File: src/rtl/hamming_feed_seq.sv
// Feeds 40-bit garbler/evaluator words to a 5-bit/cycle Hamming accumulator and captures the session sum.
// Optional threshold compare output is built when HAMMING_FEED_THRESH_EN is defined.
module hamming_feed_seq #(
    parameter int CHUNK_W      = 5,
    parameter int WORD_CHUNKS  = 8,
    parameter int TOTAL_CHUNKS = 320,
    parameter int CNT_W        = 11
) (
    input  logic                           clk,
    input  logic                           rst,
    input  logic                           start,
    input  logic                           in_valid,
    output logic                           in_ready,
    input  logic [CHUNK_W*WORD_CHUNKS-1:0] g_word,
    input  logic [CHUNK_W*WORD_CHUNKS-1:0] e_word,
    output logic [CHUNK_W-1:0]             g_chunk,
    output logic [CHUNK_W-1:0]             e_chunk,
    output logic                           acc_rst,
    input  logic [CNT_W-1:0]               acc_o,
    output logic [CNT_W-1:0]               result,
    output logic                           result_valid,
    output logic                           busy
`ifdef HAMMING_FEED_THRESH_EN
    ,
    input  logic [CNT_W-1:0]               threshold,
    output logic                           match
`endif
);

    localparam int WORD_W = CHUNK_W * WORD_CHUNKS;
    localparam int WORDS  = TOTAL_CHUNKS / WORD_CHUNKS;

    localparam logic [8:0] LAST_CHUNK = 9'(TOTAL_CHUNKS - 1);
    localparam logic [5:0] WORDS_MAX  = 6'(WORDS);
    localparam logic [3:0] REM_FULL   = 4'(WORD_CHUNKS);

    typedef enum logic [1:0] {
        IDLE   = 2'd0,
        CLEAR  = 2'd1,
        STREAM = 2'd2,
        DONE   = 2'd3
    } state_t;

    state_t            state;
    logic [WORD_W-1:0] g_buf;
    logic [WORD_W-1:0] e_buf;
    logic [3:0]        rem;
    logic [8:0]        chunk_cnt;
    logic [5:0]        words_taken;

    logic chunk_live;
    logic take;
    logic last_chunk;

    assign chunk_live = (rem != 4'd0);
    assign in_ready   = (state == STREAM) && (words_taken < WORDS_MAX) && (rem <= 4'd1);
    assign take       = in_valid && in_ready;
    assign last_chunk = (state == STREAM) && chunk_live && (chunk_cnt == LAST_CHUNK);

    // An empty buffer drives equal zero chunks, which add nothing to the accumulator.
    assign g_chunk = chunk_live ? g_buf[CHUNK_W-1:0] : '0;
    assign e_chunk = chunk_live ? e_buf[CHUNK_W-1:0] : '0;

    assign acc_rst = rst | (state == CLEAR);
    assign busy    = (state == CLEAR) || (state == STREAM);

    // A word loaded while rem==1 replaces the shift of the chunk just consumed.
    always_ff @(posedge clk) begin
        if (take) begin
            g_buf <= g_word;
            e_buf <= e_word;
        end else if (chunk_live) begin
            g_buf <= g_buf >> CHUNK_W;
            e_buf <= e_buf >> CHUNK_W;
        end
    end

    always_ff @(posedge clk) begin
        if (rst) begin
            state        <= IDLE;
            rem          <= 4'd0;
            chunk_cnt    <= 9'd0;
            words_taken  <= 6'd0;
            result       <= '0;
            result_valid <= 1'b0;
`ifdef HAMMING_FEED_THRESH_EN
            match        <= 1'b0;
`endif
        end else begin
            case (state)
                IDLE, DONE: begin
                    if (start) begin
                        state        <= CLEAR;
                        rem          <= 4'd0;
                        chunk_cnt    <= 9'd0;
                        words_taken  <= 6'd0;
                        result_valid <= 1'b0;
`ifdef HAMMING_FEED_THRESH_EN
                        match        <= 1'b0;
`endif
                    end
                end
                CLEAR: begin
                    state <= STREAM;
                end
                STREAM: begin
                    if (take) begin
                        rem         <= REM_FULL;
                        words_taken <= words_taken + 6'd1;
                    end else if (chunk_live) begin
                        rem <= rem - 4'd1;
                    end
                    if (chunk_live) begin
                        chunk_cnt <= chunk_cnt + 9'd1;
                    end
                    // acc_o already includes the final chunk applied this cycle.
                    if (last_chunk) begin
                        result       <= acc_o;
                        result_valid <= 1'b1;
                        state        <= DONE;
`ifdef HAMMING_FEED_THRESH_EN
                        match        <= (acc_o <= threshold);
`endif
                    end
                end
                default: begin
                    state <= IDLE;
                end
            endcase
        end
    end

endmodule

File: config.mk
export PLATFORM = sky130hd
export DESIGN_NAME = hamming_feed_seq
export DESIGN_NICKNAME = d
export VERILOG_FILES = /design/src/rtl/hamming_feed_seq.sv
export SDC_FILE = /design/constraint.sdc
export NUM_CORES = 1
export LEC_CHECK = 0
export ABC_CLOCK_PERIOD_IN_PS = 6770
export CORE_ASPECT_RATIO = 0.8
export CORE_UTILIZATION = 35
export CTS_CLUSTER_SIZE = 12
export DETAILED_ROUTE_END_ITERATION = 8
export HOLD_SLACK_MARGIN = 0.12
export PLACE_DENSITY = 0.71
export RECOVER_POWER = 50
export SYNTH_ARGS = -nofsm -noshare
export SYNTH_HDL_FRONTEND = slang
export SYNTH_SLANG_ARGS = --single-unit
File: constraint.sdc
create_clock -name clk -period 6.77 [get_ports clk]
set_input_delay 1.0155 -clock clk [delete_from_list [all_inputs] [get_ports clk]]
set_output_delay 1.0155 -clock clk [all_outputs]
set_load 0.02 [all_outputs]
After elaboration in Yosys (flattened, before gate mapping)
Index checks and enable logic that the tools add are counted.
Storage, ports and cells
  flip-flop bits (word level): 113
  input bits: 95
  output and inout bits: 25
  word-level logic and storage cells: 62
Cells by class
  add/subtract/negate cells: 3
  magnitude comparators: 2
  eq/ne operators: 9
  mux-type cells: 22
  bitwise logic cells: 1
  reductions and logical operators: 17
Operator list (number)
  40-bit 2-to-1 mux: 4
  9-bit 2-to-1 mux: 2
  9-bit one-hot mux with 2 select lines: 1
  4-bit 2-to-1 mux: 3
  6-bit 2-to-1 mux: 2
  6-bit one-hot mux with 2 select lines: 1
  3-bit AND reduction: 4
  5-bit 2-to-1 mux: 2
  9-bit by 1-bit adder with 9-bit output (second input constant): 1
  9-bit == test (second input constant): 1
  2-bit != test (second input constant): 4
  4-bit one-hot mux with 2 select lines: 1
  6-bit by 1-bit adder with 6-bit output (second input constant): 1
  6-bit < comparator (second input constant): 1
  2-bit one-hot mux with 3 select lines: 1
  1-bit logical AND: 5
  2-bit == test (second input constant): 2
  4-bit by 1-bit <= comparator with 1-bit output (second input constant): 1
  2-bit 2-to-1 mux: 2
  2-bit AND reduction: 2
  2-bit nonzero test: 2
  4-bit nonzero test: 1
  4-bit by 1-bit subtractor with 4-bit output (second input constant): 1
  3-bit != test (second input constant): 1
  7 further kinds: 8

Logic depth before layout (Yosys ltp)
  word-level depth: 6
  mapped depth: 8
  depth with buffers taken out: 6

Worst setup path before layout
No wires, ideal clock.
  path type: input-to-reg
  from: input port in_valid
  to: register e_buf[0], enable pin
  setup time: 0.441 ns
  arrival time: 3.623 ns
  required time: 6.329 ns
  setup slack: 2.707 ns
  cell stages on the path: 5
  path buffers: 1
  cells stage by stage: inv_1 nor4_2 nand2_1 buf_2 nand2_1
Between the ends
  word-level cells in the longest chain between the ends: 2
RTL lines
  start: declaration: RTL line 12  | input logic in_valid,
  1-bit logical AND: RTL line 57  | assign take = in_valid && in_ready;
  2-bit nonzero test (no source line)
  end signal: assignment: RTL line 71  | e_buf <= e_word;
  end signal: assignment: RTL line 74  | e_buf <= e_buf >> CHUNK_W;
  end: declaration: RTL line 46  | logic [WORD_W-1:0] e_buf;
No other way between the ends.
A chain may end at the register's enable or synchronous reset.

Final worst setup path
  from: input port in_valid
  to: register e_buf[38], enable pin
Same word-level chain as after synthesis.

==> impl_metrics.csv <==
group,metric,value,unit
min_path,hp-class,"reg2reg",
power,pwr-share-clk,33.8,%
sta,setup_ws,2.627,ns
clocking,cts_resized,0,
setup_path,cp_common_cell,"nand2_4",
setup_path,critical-path-top-delay-family,"simple AND/OR/NAND/NOR gates",
floorplanning,start_util,36.25,%
layout,diodes,0,
setup_path,critPathKind,"in2reg",
layout,final_cells,679,
logic_synthesis,synthTopCellsByArea,"edfxtp_1 48%, mux2_2 16%, dfxtp_1 13%",
power,p_total,2.857,mW
logic_synthesis,yosysTopAreaCell,"edfxtp_1",
clocking,clockRootBuffer,"clkbuf_16",
sta,final.period_utilization,61.19,%
place,place_area,6349,um2
power,powerDensity,409.5,nW/um2
power,p_seq_share,39.9,%
logic_synthesis,async_reset_ff_share,0,%
sta,tightest_slew,1.050,ns
grt,antenna_found_initial,0,
routing,wire_per_inst,14.84,um
logic_synthesis,synthCells,364,
grt,grt_pass1_vias,3360,
power,p_leak,2.626,nW
routing,via_count,3290,
routing,post-route-drc-count,0,
routing,drtAntennaViolNets,0,
place,post-place-ws,2.656,ns
place,gp_congestion,0.7438,
floorplanning,fp.dieH,108.7,um
logic_synthesis,syn_area,4981,um2
floorplanning,fp.coreArea,13740,um2
clocking,clock_sinks,113,
clocking,hold_buffers,0,
logic_synthesis,yosysWarnings,0,
logic_synthesis,synthFlopType,"edfxtp_1",
sta,setup_viol,0,
outcome,status,"finished, final reports clean",
clocking,h-tree-depth,4,
grt,grt-ovfl-total,0,
clocking,clock_latency,0.40,ns
logic_synthesis,synth_edf_count,80,
floorplanning,die_area,14720,um2
setup_path,worst-path-buf-inv,3,
place,dp_hpwl,6650,um
layout,drive_above_1_share,21.44,%
sta,clock_skew,0.006948,ns
setup_path,cp.arrival,4.16,ns
power,p_comb_share,26.3,%
floorplanning,rows,38,
setup_path,cpMaxStageDelayCell,"nand2_4",
flow_run,maxCapViolCount,0,
layout,post-route-cell-area,6977,um2
grt,grt_pass1_wl,16170,um
power,p_sw,0.7764,mW
sta,achievable-frequency,0.2414,GHz
grt,grt_start_max_net_pins,81,
setup_path,cp-end-kind,"flip-flop",
sta,finalSetupTns,0,ns
clocking,cts_tree,"yes",
sta,hold_violations,0,
floorplanning,ios,120,
logic_synthesis,avgSynthCellArea,13.68,um2
routing,routed_wl,10070,um
logic_synthesis,synth_nets,467,
logic_synthesis,synth_seq_cells,113,
setup_path,critical_path_peak_fanout,80,
setup_path,cp_cell_sequence,"dlygate4sd3_1, inv_1, nor4_1, clkbuf_1, nand2_4, nand2_4",
logic_synthesis,synth.yosys.seq_area_share,61.49,%
logic_synthesis,ys_types,44,
sta,finalCriticalPeriod,4.143,ns
setup_path,cp-start-kind,"input pin",
layout,nets,590,
sta,fin_hold_ws,0.4636,ns
logic_synthesis,yosysTopAreaCellShare,48.23,%
sta,max-slew-margin-rel,30.01,%
power,swShare,27.17,%
setup_path,required,6.79,ns
routing,dr.first_iter.drc_count,139,
clocking,cts_made_buffers,17,
routing,via_per_inst,4.845,
sta,slew_viol_final,0,
power,peakVddDrop,0.3448,mV
layout,final_util,50.77,%
clocking,clock_path_buffers,2,
floorplanning,fp.dieW,135.4,um
grt,grt_usage,14.47,%
setup_path,slowest_delay,1.02,ns
sta,rsz0062_at_grt,"false",
layout,synthToLayoutAreaGrowth,40.07,%
place,io_buffer_count,119,
clocking,clkSlewWorstSetupHoldPaths,0.05,ns
clocking,post_cts_buffers,0,
place,dp_cells,648,
power,intPower,2.081,mW
routing,dr.pass1.iters,4,
kinds of logic after synthesis:
logic type,count (synthesis),share of synthesized area [%]
buf+inv,27,2.261
simple gates,95,10.75
xor+xnor,2,0.3517
compound gates,37,4.873
mux,82,18.26
flops,113,61.49
fa+ha+maj,8,2.010
cell usage after synthesis (all sizes together), types with 2 or more instances:
cell    number
o21a         3
buf          9
and3        10
and2        11
clkbuf       7
nand4        7
or3          4
inv         11
a21oi        9
a21o         3
mux2        71
nor2        19
o31ai        2
xor2         2
mux2i       11
nor4         2
or2          4
dfxtp       33
nand2       13
o22ai        2
or4          6
o211ai       3
nor3         6
o21ai        8
edfxtp      80
ha           8
nand2b       2
nand3        4
power groups by stage:
| stage | Clock (mW) | Sequential [mW] | Combinational, mW |
|---|---|---|---|
| floorplan | 0 | 1.15 | 0.530 |
| global placement | 0 | 1.15 | 0.752 |
| detailed placement | 0 | 1.16 | 0.768 |
| CTS | 0.981 | 1.14 | 0.774 |
| global route | 1.01 | 1.16 | 0.827 |
| finish | 0.966 | 1.14 | 0.752 |
cell usage in the layout (no fill, tap or decap), types with 10 or more instances in the layout:
cell             Yosys  final
and2_1              11     11
and3_1              10     10
clkbuf_16            0     17
clkdlybuf4s50_1      0    103
dfxtp_1             33     33
dlygate4sd3_1        0     16
edfxtp_1            80     80
inv_1               11     11
mux2_2              71     71
mux2i_1             11     11
nand2_1             13     11
nor2_1              19     19
final cells by class:
class / instances / area [um2]
tap: 180 / 225.2
fill: 1166 / 6764
sequential: 113 / 3063
inverter: 11 / 41.29
clock buffer: 17 / 425.4
timing repair buffer: 120 / 1195
multi-input combinational: 224 / 1814
clock inverter: 14 / 212.7
layer usage:
layer	GRT usage [%]	wire, um	up-vias
met5	0	0	-
li1	-	-	1618
met4	6.100	139	0
met1	17.84	4590	1532
met3	5.486	755	15
met2	22.75	4588	125
final timing paths:
path                                                start                        end  slack (ns)  cells past startpoint
worst min-delay path            result_valid$_SDFFE_PP0P_  result_valid$_SDFFE_PP0P_        0.46                      1
worst max-delay path                             in_valid    e_buf[38]$_SDFFCE_PN0N_        2.63                      6
worst max register to register        rem[0]$_SDFFE_PP0P_    e_buf[38]$_SDFFCE_PN0N_        3.17                      7
worst min register to register  result_valid$_SDFFE_PP0P_  result_valid$_SDFFE_PP0P_        0.46                      1
state kept, by name (all words and copies together) (netlist names):
signal / count
words_taken: 6
chunk_cnt: 9
e_buf: 40
g_buf: 40
rem: 4
state: 2
result_valid: 1
result: 11
Power figures use the tool's default switching activity.
